<file path="src/rtl/cache_mem_responder_if.sv">
// cache_mem_responder_if
//   Miss-request / refill-response bundle between the cache controller
//   (master) and the backing-memory responder (slave).
//   req_valid/req_ready   : miss request handshake
//   req_addr              : refill line address {index[1:0], tag[2:0]}
//   req_wb                : dirty victim writeback precedes the refill
//   req_wb_addr/req_wb_data : victim line address and data
//   resp_valid/resp_ready : refill response handshake
//   resp_rdata            : refill data
//   wb_busy               : writeback access in progress
interface cache_mem_responder_if;
  logic       req_valid;
  logic       req_ready;
  logic [4:0] req_addr;
  logic       req_wb;
  logic [4:0] req_wb_addr;
  logic [2:0] req_wb_data;
  logic       resp_valid;
  logic       resp_ready;
  logic [2:0] resp_rdata;
  logic       wb_busy;

  modport master (
    output req_valid, req_addr, req_wb, req_wb_addr, req_wb_data, resp_ready,
    input  req_ready, resp_valid, resp_rdata, wb_busy
  );

  modport slave (
    input  req_valid, req_addr, req_wb, req_wb_addr, req_wb_data, resp_ready,
    output req_ready, resp_valid, resp_rdata, wb_busy
  );
endinterface

</file>
<file path="src/rtl/cache_mem_responder.sv">
// cache_mem_responder
//   Backing memory for the 2-way write-back cache: 32 lines x 3 bits.
//   Accepts one miss request at a time, performs an optional victim
//   writeback followed by a refill, each taking LATENCY cycles, and returns
//   the refill data through a valid/ready handshake.
// Parameters:
//   LATENCY : cycles per memory access, 1..15
// Ports:
//   clock   : rising-edge clock
//   reset   : synchronous active-high reset (FSM to IDLE, memory reinit)
//   mem_if  : cache_mem_responder_if.slave request/response bundle
// Optional feature:
//   CACHE_MEM_FWD_EN : when defined, a writeback to the same line as the
//   refill returns the written-back data at WB end and skips FILL.
module cache_mem_responder #(
  parameter int unsigned LATENCY = 3
) (
  input  logic                   clock,
  input  logic                   reset,
  cache_mem_responder_if.slave   mem_if
);

  typedef enum logic [1:0] {
    S_IDLE,
    S_WB,
    S_FILL,
    S_RESP
  } state_t;

  localparam logic [3:0] LAST_CNT = 4'(LATENCY - 1);

  state_t     r_state;
  state_t     w_next;
  logic [3:0] r_cnt;
  logic [2:0] r_mem [0:31];
  logic [4:0] r_addr;
  logic       r_wb;
  logic [4:0] r_wb_addr;
  logic [2:0] r_wb_data;
  logic [2:0] r_rdata;
  logic       w_acc_done;
  logic       w_fwd;

  assign w_acc_done = (r_cnt == LAST_CNT);

`ifdef CACHE_MEM_FWD_EN
  assign w_fwd = (r_wb_addr == r_addr);
`else
  assign w_fwd = 1'b0;
`endif

  // State register
  always_ff @(posedge clock) begin
    if (reset) r_state <= S_IDLE;
    else       r_state <= w_next;
  end

  // Next-state logic
  always_comb begin
    w_next = r_state;
    case (r_state)
      S_IDLE: if (mem_if.req_valid) w_next = mem_if.req_wb ? S_WB : S_FILL;
      S_WB:   if (w_acc_done)       w_next = w_fwd ? S_RESP : S_FILL;
      S_FILL: if (w_acc_done)       w_next = S_RESP;
      S_RESP: if (mem_if.resp_ready) w_next = S_IDLE;
      default:                      w_next = S_IDLE;
    endcase
  end

  // Outputs; req_ready is masked by reset so it reads 0 while reset is held
  always_comb begin
    mem_if.req_ready  = (r_state == S_IDLE) && !reset;
    mem_if.resp_valid = (r_state == S_RESP);
    mem_if.wb_busy    = (r_state == S_WB);
    mem_if.resp_rdata = r_rdata;
  end

  // Datapath: request capture, latency counter, memory and response data
  always_ff @(posedge clock) begin
    if (reset) begin
      r_cnt     <= '0;
      r_addr    <= '0;
      r_wb      <= 1'b0;
      r_wb_addr <= '0;
      r_wb_data <= '0;
      r_rdata   <= '0;
      for (int unsigned a = 0; a < 32; a++) r_mem[a] <= 3'(a);
    end else begin
      case (r_state)
        S_IDLE: begin
          r_cnt <= '0;
          if (mem_if.req_valid) begin
            r_addr    <= mem_if.req_addr;
            r_wb      <= mem_if.req_wb;
            r_wb_addr <= mem_if.req_wb_addr;
            r_wb_data <= mem_if.req_wb_data;
          end
        end
        S_WB: begin
          if (w_acc_done) begin
            r_mem[r_wb_addr] <= r_wb_data;
            r_cnt            <= '0;
            if (w_fwd) r_rdata <= r_wb_data;
          end else begin
            r_cnt <= r_cnt + 4'd1;
          end
        end
        S_FILL: begin
          if (w_acc_done) begin
            r_rdata <= r_mem[r_addr];
            r_cnt   <= '0;
          end else begin
            r_cnt <= r_cnt + 4'd1;
          end
        end
        default: ;
      endcase
    end
  end

endmodule

</file>
<file path="src/flat_wrapper.sv">
// flat-port wrapper written by rule: the top's interface ports become plain ports
module cache_mem_responder_flat 
#(
  parameter int unsigned LATENCY = 3
)
  (clock, reset, mem_if_req_valid, mem_if_req_addr, mem_if_req_wb, mem_if_req_wb_addr, mem_if_req_wb_data, mem_if_resp_ready, mem_if_req_ready, mem_if_resp_valid, mem_if_resp_rdata, mem_if_wb_busy);
  cache_mem_responder_if mem_if_i ();
  input  logic clock;
  input  logic reset;
  input wire logic [$bits(mem_if_i.req_valid)-1:0] mem_if_req_valid;
  input wire logic [$bits(mem_if_i.req_addr)-1:0] mem_if_req_addr;
  input wire logic [$bits(mem_if_i.req_wb)-1:0] mem_if_req_wb;
  input wire logic [$bits(mem_if_i.req_wb_addr)-1:0] mem_if_req_wb_addr;
  input wire logic [$bits(mem_if_i.req_wb_data)-1:0] mem_if_req_wb_data;
  input wire logic [$bits(mem_if_i.resp_ready)-1:0] mem_if_resp_ready;
  output wire logic [$bits(mem_if_i.req_ready)-1:0] mem_if_req_ready;
  output wire logic [$bits(mem_if_i.resp_valid)-1:0] mem_if_resp_valid;
  output wire logic [$bits(mem_if_i.resp_rdata)-1:0] mem_if_resp_rdata;
  output wire logic [$bits(mem_if_i.wb_busy)-1:0] mem_if_wb_busy;
  assign mem_if_i.req_valid = mem_if_req_valid;
  assign mem_if_i.req_addr = mem_if_req_addr;
  assign mem_if_i.req_wb = mem_if_req_wb;
  assign mem_if_i.req_wb_addr = mem_if_req_wb_addr;
  assign mem_if_i.req_wb_data = mem_if_req_wb_data;
  assign mem_if_i.resp_ready = mem_if_resp_ready;
  assign mem_if_req_ready = mem_if_i.req_ready;
  assign mem_if_resp_valid = mem_if_i.resp_valid;
  assign mem_if_resp_rdata = mem_if_i.resp_rdata;
  assign mem_if_wb_busy = mem_if_i.wb_busy;
  cache_mem_responder #(.LATENCY(LATENCY)) u_core (.clock(clock), .reset(reset), .mem_if(mem_if_i));
endmodule
</file>
<file path="config.mk">
export PLATFORM = sky130hd
export DESIGN_NAME = cache_mem_responder_flat
export DESIGN_NICKNAME = d
export VERILOG_FILES = /design/src/rtl/cache_mem_responder_if.sv /design/src/rtl/cache_mem_responder.sv /design/src/flat_wrapper.sv
export SDC_FILE = /design/constraint.sdc
export NUM_CORES = 1
export LEC_CHECK = 0
export CAP_MARGIN = 20
export CORE_AREA = 3 3 95 142
export DETAILED_ROUTE_END_ITERATION = 8
export DIE_AREA = 0 0 98 145
export GPL_ROUTABILITY_DRIVEN = 0
export PLACE_DENSITY = 0.71
export SYNTH_ARGS = -nofsm -noshare
export SYNTH_HDL_FRONTEND = slang
export SYNTH_SLANG_ARGS = --single-unit
</file>
<file path="constraint.sdc">
create_clock -name clock -period 2.4 [get_ports clock]
set_clock_uncertainty 0.15 [all_clocks]
set_input_delay 0.36 -clock clock [delete_from_list [all_inputs] [get_ports clock]]
set_output_delay 0.36 -clock clock [all_outputs]
set_load 0.01 [all_outputs]
</file>
======== Yosys cells after proc, flatten, opt, wreduce, memory -nomap -nowiden ========
Memory sizes are Yosys's and may differ from the RTL's. A register that Yosys moved wholly into a read port is not among the register bits.
Cells that the tools add are included.
operators by class
  add/sub/neg operators ................... 1
  equality and inequality tests ........... 8
  muxes and demuxes ....................... 17
  reduce and logical (&&, ||, !) cells .... 9
operator list
  kind                   number
  $mux W2                5
  $pmux W2 S4            1
  $pmux W4 S2            1
  $mux W1                7
  $mux W5                1
  $add A4 B1 Y4 const B  1
  $eq A2 B2 Y1 const B   2
  $eq A4 B2 Y1 const B   1
  $mux W4                1
  $ne A2 B1 Y1 const B   2
  $ne A2 B2 Y1 const B   2
  $reduce_and A2 Y1      2
  $reduce_and A4 Y1      1
  $mux W3                1
  $reduce_or A3 Y1       1
  $eq A2 B1 Y1 const B   1
  $logic_not A2 Y1       1
  $reduce_bool A2 Y1     1
  $reduce_or A2 Y1       1
  $logic_and A1 B1 Y1    1
  $logic_not A1 Y1       1
word-level totals
  word-level logic and storage cells ...... 41
  register bits ........................... 19
  memories kept ........................... 1
  bits in writable memories ............... 96
  input port bits ......................... 18
memory list
  name          depth  width  rd ports  clocked after memory_dff  wr ports  line                       source
  u_core.r_mem  32     3      1         1                         32        cache_mem_responder.sv:35  logic [2:0] r_mem [0:31];

======== Longest topological paths before layout ========
  depth in word-level cells ............... 7
  gate-level depth with buffers ........... 9
  mapped depth without buffers ............ 7

======== Worst setup path before layout ========
No wires, ideal clock.
  kind .................................... flip-flop to flip-flop
  start ................................... register u_core.r_cnt[0]
  end ..................................... memory u_core.r_mem[3][1], data pin
  setup time .............................. 0.265 ns
  setup slack ............................. 0.163 ns
  period minus slack after synthesis ...... 2.237 ns
  arrival ................................. 1.821 ns
  data required time ...................... 1.985 ns
  stages on the path, launching flop included .. 8
  cell sequence ........................... dfxtp_1 inv_1 ha_1 or3b_1 buf_2 nor4b_4 nand2_1 or3_1
RTL lines
  element                 line                        source
  from (decl)             cache_mem_responder.sv:34   logic [3:0] r_cnt;
  from (signal assigned)  cache_mem_responder.sv:105  r_cnt <= r_cnt + 4'd1;
  from (signal assigned)  cache_mem_responder.sv:113  r_cnt <= r_cnt + 4'd1;
  to (decl)               cache_mem_responder.sv:35

==> reports/metrics.yaml <==
hold_viol: 0
cts_tree: "done"
post_cts_resized: 4
postLayoutCoreUtil_pct: 55.24
critPathLaunchType: "register"
ys_seq_elements: 118
cts-buffers-inserted: 17
io_buffer_count: 23
power.leakage_nw: 2.215
worstMarginPinSlew_ps: 877.9
drive_gt1_share_pct: 18.99
areaGrowthSynthToFinish_pct: 19.56
rows: 50
dieArea_um2: 14210
synth_top_flop_cell: "edfxtp_1"
hpwlAfterDp_um: 8672
worstSetupPathType: "register to register"
max_cap_violations: 0
h-tree-depth: 4
cts_max_path_buffers: 2
path_cells: "inv_2, ha_1, or3b_4, nor4b_4, buf_4, nand2_1, buf_6, or3_1"
grt_overflow: 0
ant_nets: 0
critPathMaxFanout: 10
nets: 567
hold_path_class: "register to register"
clk_pin_slew_ps: 50
crit_end: "u_core.r_mem[3][1]"
path_buf_inv: 3
critPathLaunch: "u_core.r_cnt[0]"
diodes: 0
clk_latency_ps: 420
placed_cells: 678
cp.depth: 8
r2r-end: "u_core.r_mem[3][1]"
post_drt_wl_per_cell_um: 17.76
async_flop_share_pct: 0
dr.pass1.iters: 5
syn_inst: 513
critPathRequiredTime_ps: 2410
relSlewSlack_pct: 41.35
io_pins: 24
max_stage_delay_ps: 410
cts-root-buf: "clkbuf_16"
fmaxAchievable_ghz: 0.4378
fin_crit_ps: 2284
grt_max_degree: 34
num_vias: 3922
hold_buffers: 0
synth_cell_types: 36
synth_fp_nets: 538
grt_pass1_wl_um: 20320
worstReg2RegStart: "u_core.r_cnt[0]"
ir_drop_v: 0.0007904
critPathCaptureType: "register"
status: "finished, final reports clean"
slew_violations: 0
cts_setup_buffers: 0
die_h_um: 145
ys_warn_count: 0
cp.arrival_ps: 2290
final_cell_mix: "edfxtp_1, nand2_1, mux2i_1"
fin_crit_sh_pct: 95.18
viasPerCell: 5.532
cp_slowest_cell: "or3b_4"
finalPower_mw: 6.115
setup_viol: 0
antenna_found_initial: 0
worst-r2r-cell-count: 8
drt_iter0_drc: 200
path_delay_family: "simple AND/OR/NAND/NOR gates"
reg2reg_slack_ps: 120
synth-seq-area-share_pct: 57.78
die_w_um: 98
instances_no_fill: 709
cts_num_sinks: 118
fin_hold_ws_ps: 303.1
drcViolationCount: 0
wl_um: 12590
initial_utilization_pct: 46.20
core_area_um2: 12450
syn_avg_cell_area_um2: 11.21
synth_edf_count: 96
power_density_nw_per_um2: 889.3
grt_use_total_pct: 18.70
layout_commonest_cell: "edfxtp_1"
netlist_area_um2: 5752
grt_pass1_vias: 4105
per-layer routing:
layer / track usage (%) / part of all wire [%]
met1: 18.93 / 36
met2: 34.89 / 56
met3: 4.040 / 4.7
met4: 9.979 / 3.6
met5: 0 / 0
cell type report:
class / count / area [um^2]
repair buffers: 47 / 451.7
inverters: 8 / 30.03
well taps: 156 / 195.2
clock inverters: 12 / 185.2
fillers: 1003 / 5573
flip-flops and latches: 118 / 3324
clock buffers: 18 / 429.2
multi-input cells: 350 / 2261
through the flow:
step                instance area, um^2  setup WS (ps)  TNS, ps
floorplan                          5752          163.2        0
global placement                   6161          45.13        0
detailed placement                 6176         -26.09   -195.1
CTS                                6800          28.51        0
global route                       6877        -0.9452   -2.741
finish                             6877          115.7        0
state kept, by name, indices dropped and copies added, names as in the netlist:
name,flops
u_core.r_mem,96
u_core.r_wb_addr,5
u_core.r_wb_data,3
u_core.r_cnt,4
u_core.r_addr,5
u_core.r_state,2
u_core.mem_if.resp_rdata,3
synthesized netlist by cell type (2+ instances only):
library cell,instances,area share (%)
edfxtp_1,96,50
nand2_1,55,3.6
mux2i_1,49,8.5
nor2_1,40,2.6
and2_1,34,3.7
or2_2,32,3.5
or3_1,32,3.5
a21oi_1,28,2.4
clkbuf_1,27,1.8
a22oi_1,24,3.1
dfxtp_1,22,7.7
nor3_1,16,1.4
inv_1,8,0.52
ha_1,7,1.5
nand2b_1,5,0.54
nor2b_1,5,0.54
a211oi_1,3,0.39
buf_1,3,0.20
o21ai_0,3,0.26
o21bai_1,3,0.39
or4_1,3,0.39
buf_4,2,0.26
buf_6,2,0.39
nand4_1,2,0.22
power by group:
part           switching (mW)  total [mW]  internal (mW)
Clock                   0.849        2.66           1.81
Sequential              0.101        2.40           2.30
Combinational           0.636        1.06          0.422
Total                    1.59        6.12           4.53
worst min path at each step:
stage	cells after the start	start	end	slack, ps
2_1_floorplan	2	u_core.r_wb_data[0]	u_core.r_wb_data[0]	290
3_3_place_gp	2	u_core.r_wb_data[0]	u_core.r_wb_data[0]	300
3_5_place_dp	2	u_core.r_wb_data[0]	u_core.r_wb_data[0]	300
4_1_cts	2	u_core.r_wb_data[0]	u_core.r_wb_data[0]	310
5_1_grt	2	u_core.r_wb_data[0]	u_core.r_wb_data[0]	340
6_report	2	u_core.r_wb_data[0]	u_core.r_wb_data[0]	300
tightest hold or removal path, cell delays in order, from the launching register on:
cell,delay (ps)
dfxtp_1,300
nand2_1,50
a21oi_1,50
cell families after synthesis:
group                      Yosys count  synth area share [%]
and+or+nand+nor                    229                 21.14
buffers and inverters               45                 3.828
muxes                               49                 8.527
AOI/OAI and AO/OA                   63                 6.896
adders and majority gates            7                 1.523
xor gates and xnor gates             2                0.3046
DFF                                118                 57.78
Note: power is estimated with default switching activity, not from simulation.
